===== src/rtl/register_file_arbiter.sv =====
// Round-robin arbiter sharing one register-file port between the UART command path (0) and ALU fetch path (1).
// Latency: req to ack 1 cycle; writes every 2 cycles; rd_valid 1 cycle after read_data_valid or timeout.
// Backpressure: requesters hold req until ack; requests stay pending while a read is outstanding.
module register_file_arbiter #(
  parameter int  DATA_WIDTH          = 8,
  parameter int  REGISTER_FILE_DEPTH = 16,
  parameter int  TIMEOUT_CYCLES      = 15,
  localparam int AW                  = $clog2(REGISTER_FILE_DEPTH)
) (
  input  logic                    clk,
  input  logic                    reset_n,
  input  logic [1:0]              req,
  input  logic [1:0]              req_write,
  input  logic [2*AW-1:0]         req_address,
  input  logic [2*DATA_WIDTH-1:0] req_write_data,
  output logic [1:0]              ack,
  output logic [1:0]              rd_valid,
  output logic [1:0]              rd_error,
  output logic [DATA_WIDTH-1:0]   rd_data,
  output logic [AW-1:0]           register_file_address,
  output logic                    register_file_write_en,
  output logic [DATA_WIDTH-1:0]   register_file_write_data,
  output logic                    register_file_read_en,
  input  logic                    register_file_read_data_valid,
  input  logic [DATA_WIDTH-1:0]   register_file_read_data
);

  typedef enum logic [1:0] {IDLE, ISSUE, WAIT_READ} state_t;

  // Last WAIT_READ count value before the read is abandoned with an error.
  localparam logic [7:0] CNT_LAST = 8'(TIMEOUT_CYCLES - 1);

  state_t                r_state, w_state_nxt;
  logic                  r_last_grant, w_last_grant_nxt;
  logic                  r_grant, w_grant_nxt;       // owner of the in-flight transaction
  logic                  r_is_write, w_is_write_nxt;
  logic [7:0]            r_wait_cnt, w_wait_cnt_nxt;
  logic                  w_pick;
  logic [1:0]            w_owner_vec;

  logic [1:0]            r_ack, w_ack_nxt;
  logic [1:0]            r_rd_valid, w_rd_valid_nxt;
  logic [1:0]            r_rd_error, w_rd_error_nxt;
  logic [DATA_WIDTH-1:0] r_rd_data, w_rd_data_nxt;
  logic [AW-1:0]         r_rf_addr, w_rf_addr_nxt;
  logic                  r_rf_we, w_rf_we_nxt;
  logic [DATA_WIDTH-1:0] r_rf_wdata, w_rf_wdata_nxt;
  logic                  r_rf_re, w_rf_re_nxt;

  assign ack                      = r_ack;
  assign rd_valid                 = r_rd_valid;
  assign rd_error                 = r_rd_error;
  assign rd_data                  = r_rd_data;
  assign register_file_address    = r_rf_addr;
  assign register_file_write_en   = r_rf_we;
  assign register_file_write_data = r_rf_wdata;
  assign register_file_read_en    = r_rf_re;

  assign w_owner_vec = r_grant ? 2'b10 : 2'b01;

  // Next-state and next-output logic; every output is a one-cycle pulse so defaults are zero.
  always_comb begin
    w_state_nxt      = r_state;
    w_last_grant_nxt = r_last_grant;
    w_grant_nxt      = r_grant;
    w_is_write_nxt   = r_is_write;
    w_wait_cnt_nxt   = r_wait_cnt;
    w_pick           = 1'b0;
    w_ack_nxt        = 2'b00;
    w_rd_valid_nxt   = 2'b00;
    w_rd_error_nxt   = 2'b00;
    w_rd_data_nxt    = '0;
    w_rf_addr_nxt    = '0;
    w_rf_we_nxt      = 1'b0;
    w_rf_wdata_nxt   = '0;
    w_rf_re_nxt      = 1'b0;
    case (r_state)
      IDLE: begin
        if (req != 2'b00) begin
          // On a tie the requester that did not win last time goes next.
          w_pick           = (req == 2'b11) ? ~r_last_grant : req[1];
          w_grant_nxt      = w_pick;
          w_last_grant_nxt = w_pick;
          w_is_write_nxt   = req_write[w_pick];
          w_ack_nxt        = w_pick ? 2'b10 : 2'b01;
          w_rf_addr_nxt    = w_pick ? req_address[AW +: AW] : req_address[0 +: AW];
          if (req_write[w_pick]) begin
            w_rf_we_nxt    = 1'b1;
            w_rf_wdata_nxt = w_pick ? req_write_data[DATA_WIDTH +: DATA_WIDTH]
                                    : req_write_data[0 +: DATA_WIDTH];
          end else begin
            w_rf_re_nxt    = 1'b1;
          end
          w_state_nxt      = ISSUE;
        end
      end
      ISSUE: begin
        w_wait_cnt_nxt = '0;
        w_state_nxt    = r_is_write ? IDLE : WAIT_READ;
      end
      WAIT_READ: begin
        if (register_file_read_data_valid) begin
          w_rd_valid_nxt = w_owner_vec;
          w_rd_data_nxt  = register_file_read_data;
          w_state_nxt    = IDLE;
        end else if (r_wait_cnt == CNT_LAST) begin
          w_rd_valid_nxt = w_owner_vec;
          w_rd_error_nxt = w_owner_vec;
          w_state_nxt    = IDLE;
        end else begin
          w_wait_cnt_nxt = r_wait_cnt + 8'd1;
        end
      end
      default: w_state_nxt = IDLE;
    endcase
  end

  // State, bookkeeping and registered outputs; reset drops any in-flight transaction.
  always_ff @(posedge clk or negedge reset_n) begin
    if (!reset_n) begin
      r_state      <= IDLE;
      r_last_grant <= 1'b1;
      r_grant      <= 1'b0;
      r_is_write   <= 1'b0;
      r_wait_cnt   <= '0;
      r_ack        <= 2'b00;
      r_rd_valid   <= 2'b00;
      r_rd_error   <= 2'b00;
      r_rd_data    <= '0;
      r_rf_addr    <= '0;
      r_rf_we      <= 1'b0;
      r_rf_wdata   <= '0;
      r_rf_re      <= 1'b0;
    end else begin
      r_state      <= w_state_nxt;
      r_last_grant <= w_last_grant_nxt;
      r_grant      <= w_grant_nxt;
      r_is_write   <= w_is_write_nxt;
      r_wait_cnt   <= w_wait_cnt_nxt;
      r_ack        <= w_ack_nxt;
      r_rd_valid   <= w_rd_valid_nxt;
      r_rd_error   <= w_rd_error_nxt;
      r_rd_data    <= w_rd_data_nxt;
      r_rf_addr    <= w_rf_addr_nxt;
      r_rf_we      <= w_rf_we_nxt;
      r_rf_wdata   <= w_rf_wdata_nxt;
      r_rf_re      <= w_rf_re_nxt;
    end
  end

endmodule


===== config.mk =====
export PLATFORM = sky130hd
export DESIGN_NAME = register_file_arbiter
export DESIGN_NICKNAME = d
export VERILOG_FILES = /design/src/rtl/register_file_arbiter.sv
export SDC_FILE = /design/constraint.sdc
export NUM_CORES = 1
export LEC_CHECK = 0
export CORE_MARGIN = 8
export CORE_UTILIZATION = 46
export CTS_CLUSTER_DIAMETER = 120
export DETAILED_ROUTE_END_ITERATION = 8
export PLACE_DENSITY = 0.92
export SYNTH_ARGS = -nofsm -noshare
export SYNTH_HDL_FRONTEND = slang
export SYNTH_SLANG_ARGS = --single-unit

===== constraint.sdc =====
create_clock -name clk -period 4.4 [get_ports clk]
set_clock_uncertainty 0.15 [all_clocks]
set_input_delay 0.66 -clock clk [delete_from_list [all_inputs] [get_ports clk]]
set_output_delay 0.66 -clock clk [all_outputs]
set_load 0.01 [all_outputs]

---- After elaboration in Yosys (flattened, before gate mapping) ----
Cells that the tools add are included.
storage, ports and cells
  register bits after elaboration ......... 41
  bits of input ports ..................... 39
  output and inout bits ................... 28
  word-level logic and storage cells ...... 65
operators by class
  $add $sub $neg .......................... 1
  order comparisons ....................... 1
  equal/unequal tests ..................... 8
  multiplexer cells ....................... 35
  bitwise gates (word level) .............. 1
  reduce and logical (&&, ||, !) cells .... 6
operator list
  cell                                                        number
  2-to-1 mux 8 bit                                            8
  2-to-1 mux 2 bit                                            13
  case mux 8 bit (2 select lines)                             1
  2-to-1 mux 4 bit                                            3
  2-to-1 mux 1 bit                                            9
  adder 8 x 1 -> 8 bit, second input constant                 1
  equality test 8 x 4 -> 1 bit, second input constant         1
  inequality test 2 bit, second input constant                3
  case mux 2 bit (3 select lines)                             1
  equality test 2 bit, second input constant                  2
  AND reduction 2 bit                                         2
  nonzero test 2 bit                                          2
  inequality test 3 bit, second input constant                1
  AND reduction 3 bit                                         1
  equality test 2 x 1 -> 1 bit, second input constant         1
  zero test 2 bit                                             1
  less-than comparator 1 x 2 -> 1 bit, second input constant  1
  NOT 1 bit                                                   1

---- Depth between registers and ports, before layout ----
  depth in word-level cells ............... 7
  depth in mapped cells ................... 7
  depth with buffers taken out ............ 6

---- Worst setup path before layout ----
Ideal clock, no wire load.
  path type ............................... register -> register
  start ................................... reg r_wait_cnt[0]
  end ..................................... reg r_wait_cnt[3]
  setup time .............................. 0.126 ns
  data arrival time ....................... 1.504 ns
  data required time ...................... 4.124 ns
  slack ................................... 2.619 ns
  cell stages (with the launch flop) ...... 7
  buffers on the path ..................... 0
  clock period less this slack ............ 1.781 ns
  cell sequence ........................... dfrtp_1 inv_1 ha_1 nand4b_2 o41ai_4 nor3_1 a311o_1
on the way
  word-level cells in the longest chain between the ends .. 4
  elaborated cells between the ends (all ways) .. 7
  classes of those cells .................. add/sub (1); eq/ne (2); mux (3); reduce/logical (1)
ends and longest elaborated chain
  element                          RTL line  source
  start, declared                  37        logic [7:0] r_wait_cnt, w_wait_cnt_nxt;
  start signal, assigned           139       r_wait_cnt <= w_wait_cnt_nxt;
  adder 8 x 1 -> 8 bit             111       w_wait_cnt_nxt = r_wait_cnt + 8'd1;
  2-to-1 mux 8 bit                 106       end else if (r_wait_cnt == CNT_LAST) begin
  2-to-1 mux 8 bit                 102       if (register_file_read_data_valid) begin
  case mux 8 bit (2 select lines)  77        case (r_state)
Parallel ways exist; a longest one is shown, timed or not. The select of a mux whose other input is x is not followed.
A chain may end at the register's enable or synchronous reset.

---- Final worst setup path ----
  start ................................... in register_file_read_data_valid
  end ..................................... reg r_wait_cnt[4]
on the way
  word-level cells in the longest chain between the ends .. 2
ends and longest elaborated chain
  element                                 RTL line  source
  start, declared                         24        input logic register_file_read_data_valid,
  inequality test 2 bit (no source line)  --
  AND reduction 3 bit (no source line)    --
No other way between the ends.

==> metrics <==
total wire length after detailed routing=4121 um; peak ir drop on the vdd network=0.2134 mV; DRT antenna net count=0; vias in the first global route=1,432; type of destination of the critical path=flip-flop; CTS clock-pin slew for the worst setup and hold paths=0.12 ns; leakage power of the design=1.132 nW; count of maximum capacitance violations=0; sequential element share of the synthesized area=61.22%; starting density of the core=46.89%; Final GP Congestion=0.8342; fraction of final layout cells sized beyond drive strength 1=5.752%; Layout Utilization=68.25%; maximum achievable frequency=448.9 MHz; proportion of netlist area held by the largest area contributor=59.66%; Inserted Clock Buffers=5; worst-skew pair later-pin latency=0.34 ns; reported net switching power=0.3150 mW; post-CTS setup-driven buffer insertion count=0; Seq pwr share=47.9%; Syn Inst Count=158; input/output buffers=66; Period Utilization, post-route=50.63%; residual overflow from global routing=0; endpoint arrival time on the critical path=2.35 ns; violation count after the first detailed-route iteration=88; antenna violations before repair=0; type of the worst min-delay path=in2async; M2 GR Usage=26.39%; layer with the highest usage=met2; deepest level of the CTS H-tree=2; global router's overall resource usage=14.82%; cell types with the largest area share after synthesis=dfrtp_1 60%, nand2_1 6.9%, a21oi_1 3.6%; number of cells on the worst reg-to-reg path=6; area of the mapped netlist=1678 um2; total clock sinks=41; setup repair after global routing missed its margin=no; # diodes=0; largest fanout of any net on the critical path=16; clock tree from TritonCTS=done; summed negative setup slack over all endpoints=0 ns; grt met3 use=4.009%; transition time of the tightest slew-check pin=0.8623 ns; run status=finished clean; delay of the slowest cell on the worst path=0.60 ns; power share of the clock group=22.4%; internal portion of total power=0.7141 mW; number of remaining DRC errors=0; half-perimeter wire length of the detailed placement result=3171 um; hold violation total from the final report=0; pin count of the biggest net entering global routing=42; Switching Share=30.61%; maximum buffer depth of the clock tree=2; floorplan row count=22; first-pass iteration count of the detailed router=4; slowest CP cell=clkdlybuf4s50_1; PostCTS Resize Cnt=0; dominant cell type by area after synthesis=dfrtp_1; startpoint of the worst-slack reg-to-reg timing path=r_wait_cnt[0]$_DFFE_PN0P_; category of the most critical setup path=in2reg; worst reg-to-reg setup slack=2.19 ns; FF+latch count, synth=41; syn avg cell area=10.62 um2; Area growth syn-to-layout=45.56%; Critical R2R Capture=r_wait_cnt[3]$_DFFE_PN0P_; Post-CTS Hold Buffers=0; horizontal die dimension=76.40 um; routed wirelength normalized by instance count=15.04 um; post-synth cell types=32; Via Count=1,375; shortest clock period the worst path allows after layout=2.228 ns; io pins=67; fraction of power consumed by combinational cells=29.7%; via count normalized by instance count=5.018; library cell used as clock root buffer=clkbuf_4; net count of the finished layout=267; Die ar.=5836 um2; Startpoint Class=primary input; routing usage on met1=16.27%; worst max-slew margin expressed relative to the limit=42.51%; Crit path max-delay family=simple AND/OR/NAND/NOR gates; post-synth net total=199; wire length of the first global-routing pass=7120 um; Final Max Slew Viols=0; cell breakdown of the critical path=clkdlybuf4s50_1 > nor3b_4 > o41ai_4 > or3_1 > a21boi_1; core region area=3578 um2; Bufs and invs on worst path=1; instance count on the critical path=5; number of synthesis warnings=0; power density over cell area=421.4 nW/um2; endpoints failing setup=0; required time worst endpoint=4.52 ns; overall die height=76.40 um
worst register-to-register path: stages, from the launching register on:
cell and delay, ns:
dfrtp_1 0.46, inv_1 0.09, ha_1 0.17, nand4b_2 0.15, o41ai_4 0.62, nor3_1 0.12, a311o_1 0.34
stage by stage:
stage | cells | hold WS [ns] | total power [mW] | instance area, um2 | worst slack, ns
CTS | 274 | 0.2920 | 1.040 | 2442 | 2.174
finish | 274 | 0.2652 | 1.029 | 2442 | 2.172
global route | 274 | 0.3245 | 1.094 | 2442 | 2.022
floorplan | 158 | 0.2144 | 0.6483 | 1678 | 2.619
global placement | 267 | 0.3281 | 0.7954 | 2370 | 1.889
detailed placement | 267 | 0.3373 | 0.8095 | 2370 | 1.817
power groups by stage:
stage	combinational [mW]	sequential [mW]	clock, mW
finish	0.306	0.493	0.230
floorplan	0.135	0.513	0
global placement	0.296	0.499	0
CTS	0.311	0.492	0.238
global route	0.341	0.502	0.252
detailed placement	0.309	0.500	0
kinds of logic after synthesis:
group | share of synthesized area, %
AND/OR/NAND/NOR | 22.45
flip-flops | 61.22
AO/OA/AOI/OAI | 10.66
buffers and inverters | 2.982
multiplexers | 1.193
adder cells (fa/ha/maj) | 1.491
cells in the final DEF, fill, tap and decap left out, types with 2 or more instances in the layout:
cell             count
clkdlybuf4s50_1     65
dfrtp_1             40
nand2_1             31
a21oi_1             12
nand3_1             11
nor2_1               9
and3_1               8
o21ai_0              5
inv_1                5
clkbuf_4             5
nor4_1               3
or3_1                3
a21boi_1             2
mux2i_1              2
nand2b_1             2
nor3_1               2
a21o_1               2
ha_1                 2
worst max path at each step:
stage                                       start                        end  slack (ns)
detailed placement  register_file_read_data_valid  r_wait_cnt[4]$_DFFE_PN0P_        1.82
finish              register_file_read_data_valid  r_wait_cnt[4]$_DFFE_PN0P_        2.17
CTS                 register_file_read_data_valid  r_wait_cnt[4]$_DFFE_PN0P_        2.17
global route            r_wait_cnt[0]$_DFFE_PN0P_  r_wait_cnt[3]$_DFFE_PN0P_        2.02
global placement    register_file_read_data_valid  r_wait_cnt[4]$_DFFE_PN0P_        1.89
floorplan               r_wait_cnt[0]$_DFFE_PN0P_  r_wait_cnt[3]$_DFFE_PN0P_        2.62
cells in the mapped netlist, drive strengths merged:
cell,count
dfrtp,40
mux2i,2
o41ai,1
and2,1
nand4b,1
clkbuf,4
nor2,9
dfstp,1
nor4,3
or3,3
nand2,31
o22ai,1
o31ai,1
and3,8
nand3,11
inv,5
a21boi,2
a311o,1
ha,2
and4,1
o211ai,1
nand4,1
nand2b,2
nor3,2
o21ai,6
nor2b,1
a21oi,12
nor3b,1
a21o,2
buf,2
routing by layer:
metal | up-vias | share of wire [%] | wire (um)
met2 | 48 | 54 | 2221
met5 | - | 0 | 0
met4 | 0 | 0.95 | 39
met3 | 2 | 5.5 | 227
li1 | 679 | - | -
met1 | 646 | 40 | 1633
final cells by class:
type / instances / area, um2
Timing Repair Buffer: 67 / 663.1
Sequential cell: 41 / 1027
Tap cell: 48 / 60.06
Clock inverter: 2 / 35.03
Clock buffer: 5 / 37.54
Fill cell: 250 / 1136
Multi-Input combinational cell: 106 / 600.6
Inverter: 5 / 18.77
registers in the layout, indices dropped and copies added, names as in the netlist, 2 cells and up:
register and count:
rd_data 8, register_file_write_data 8, rd_error 2, r_wait_cnt 8, register_file_address 4, rd_valid 2
r_state 2, ack 2
No activity file was read; power rests on OpenSTA's default activity.
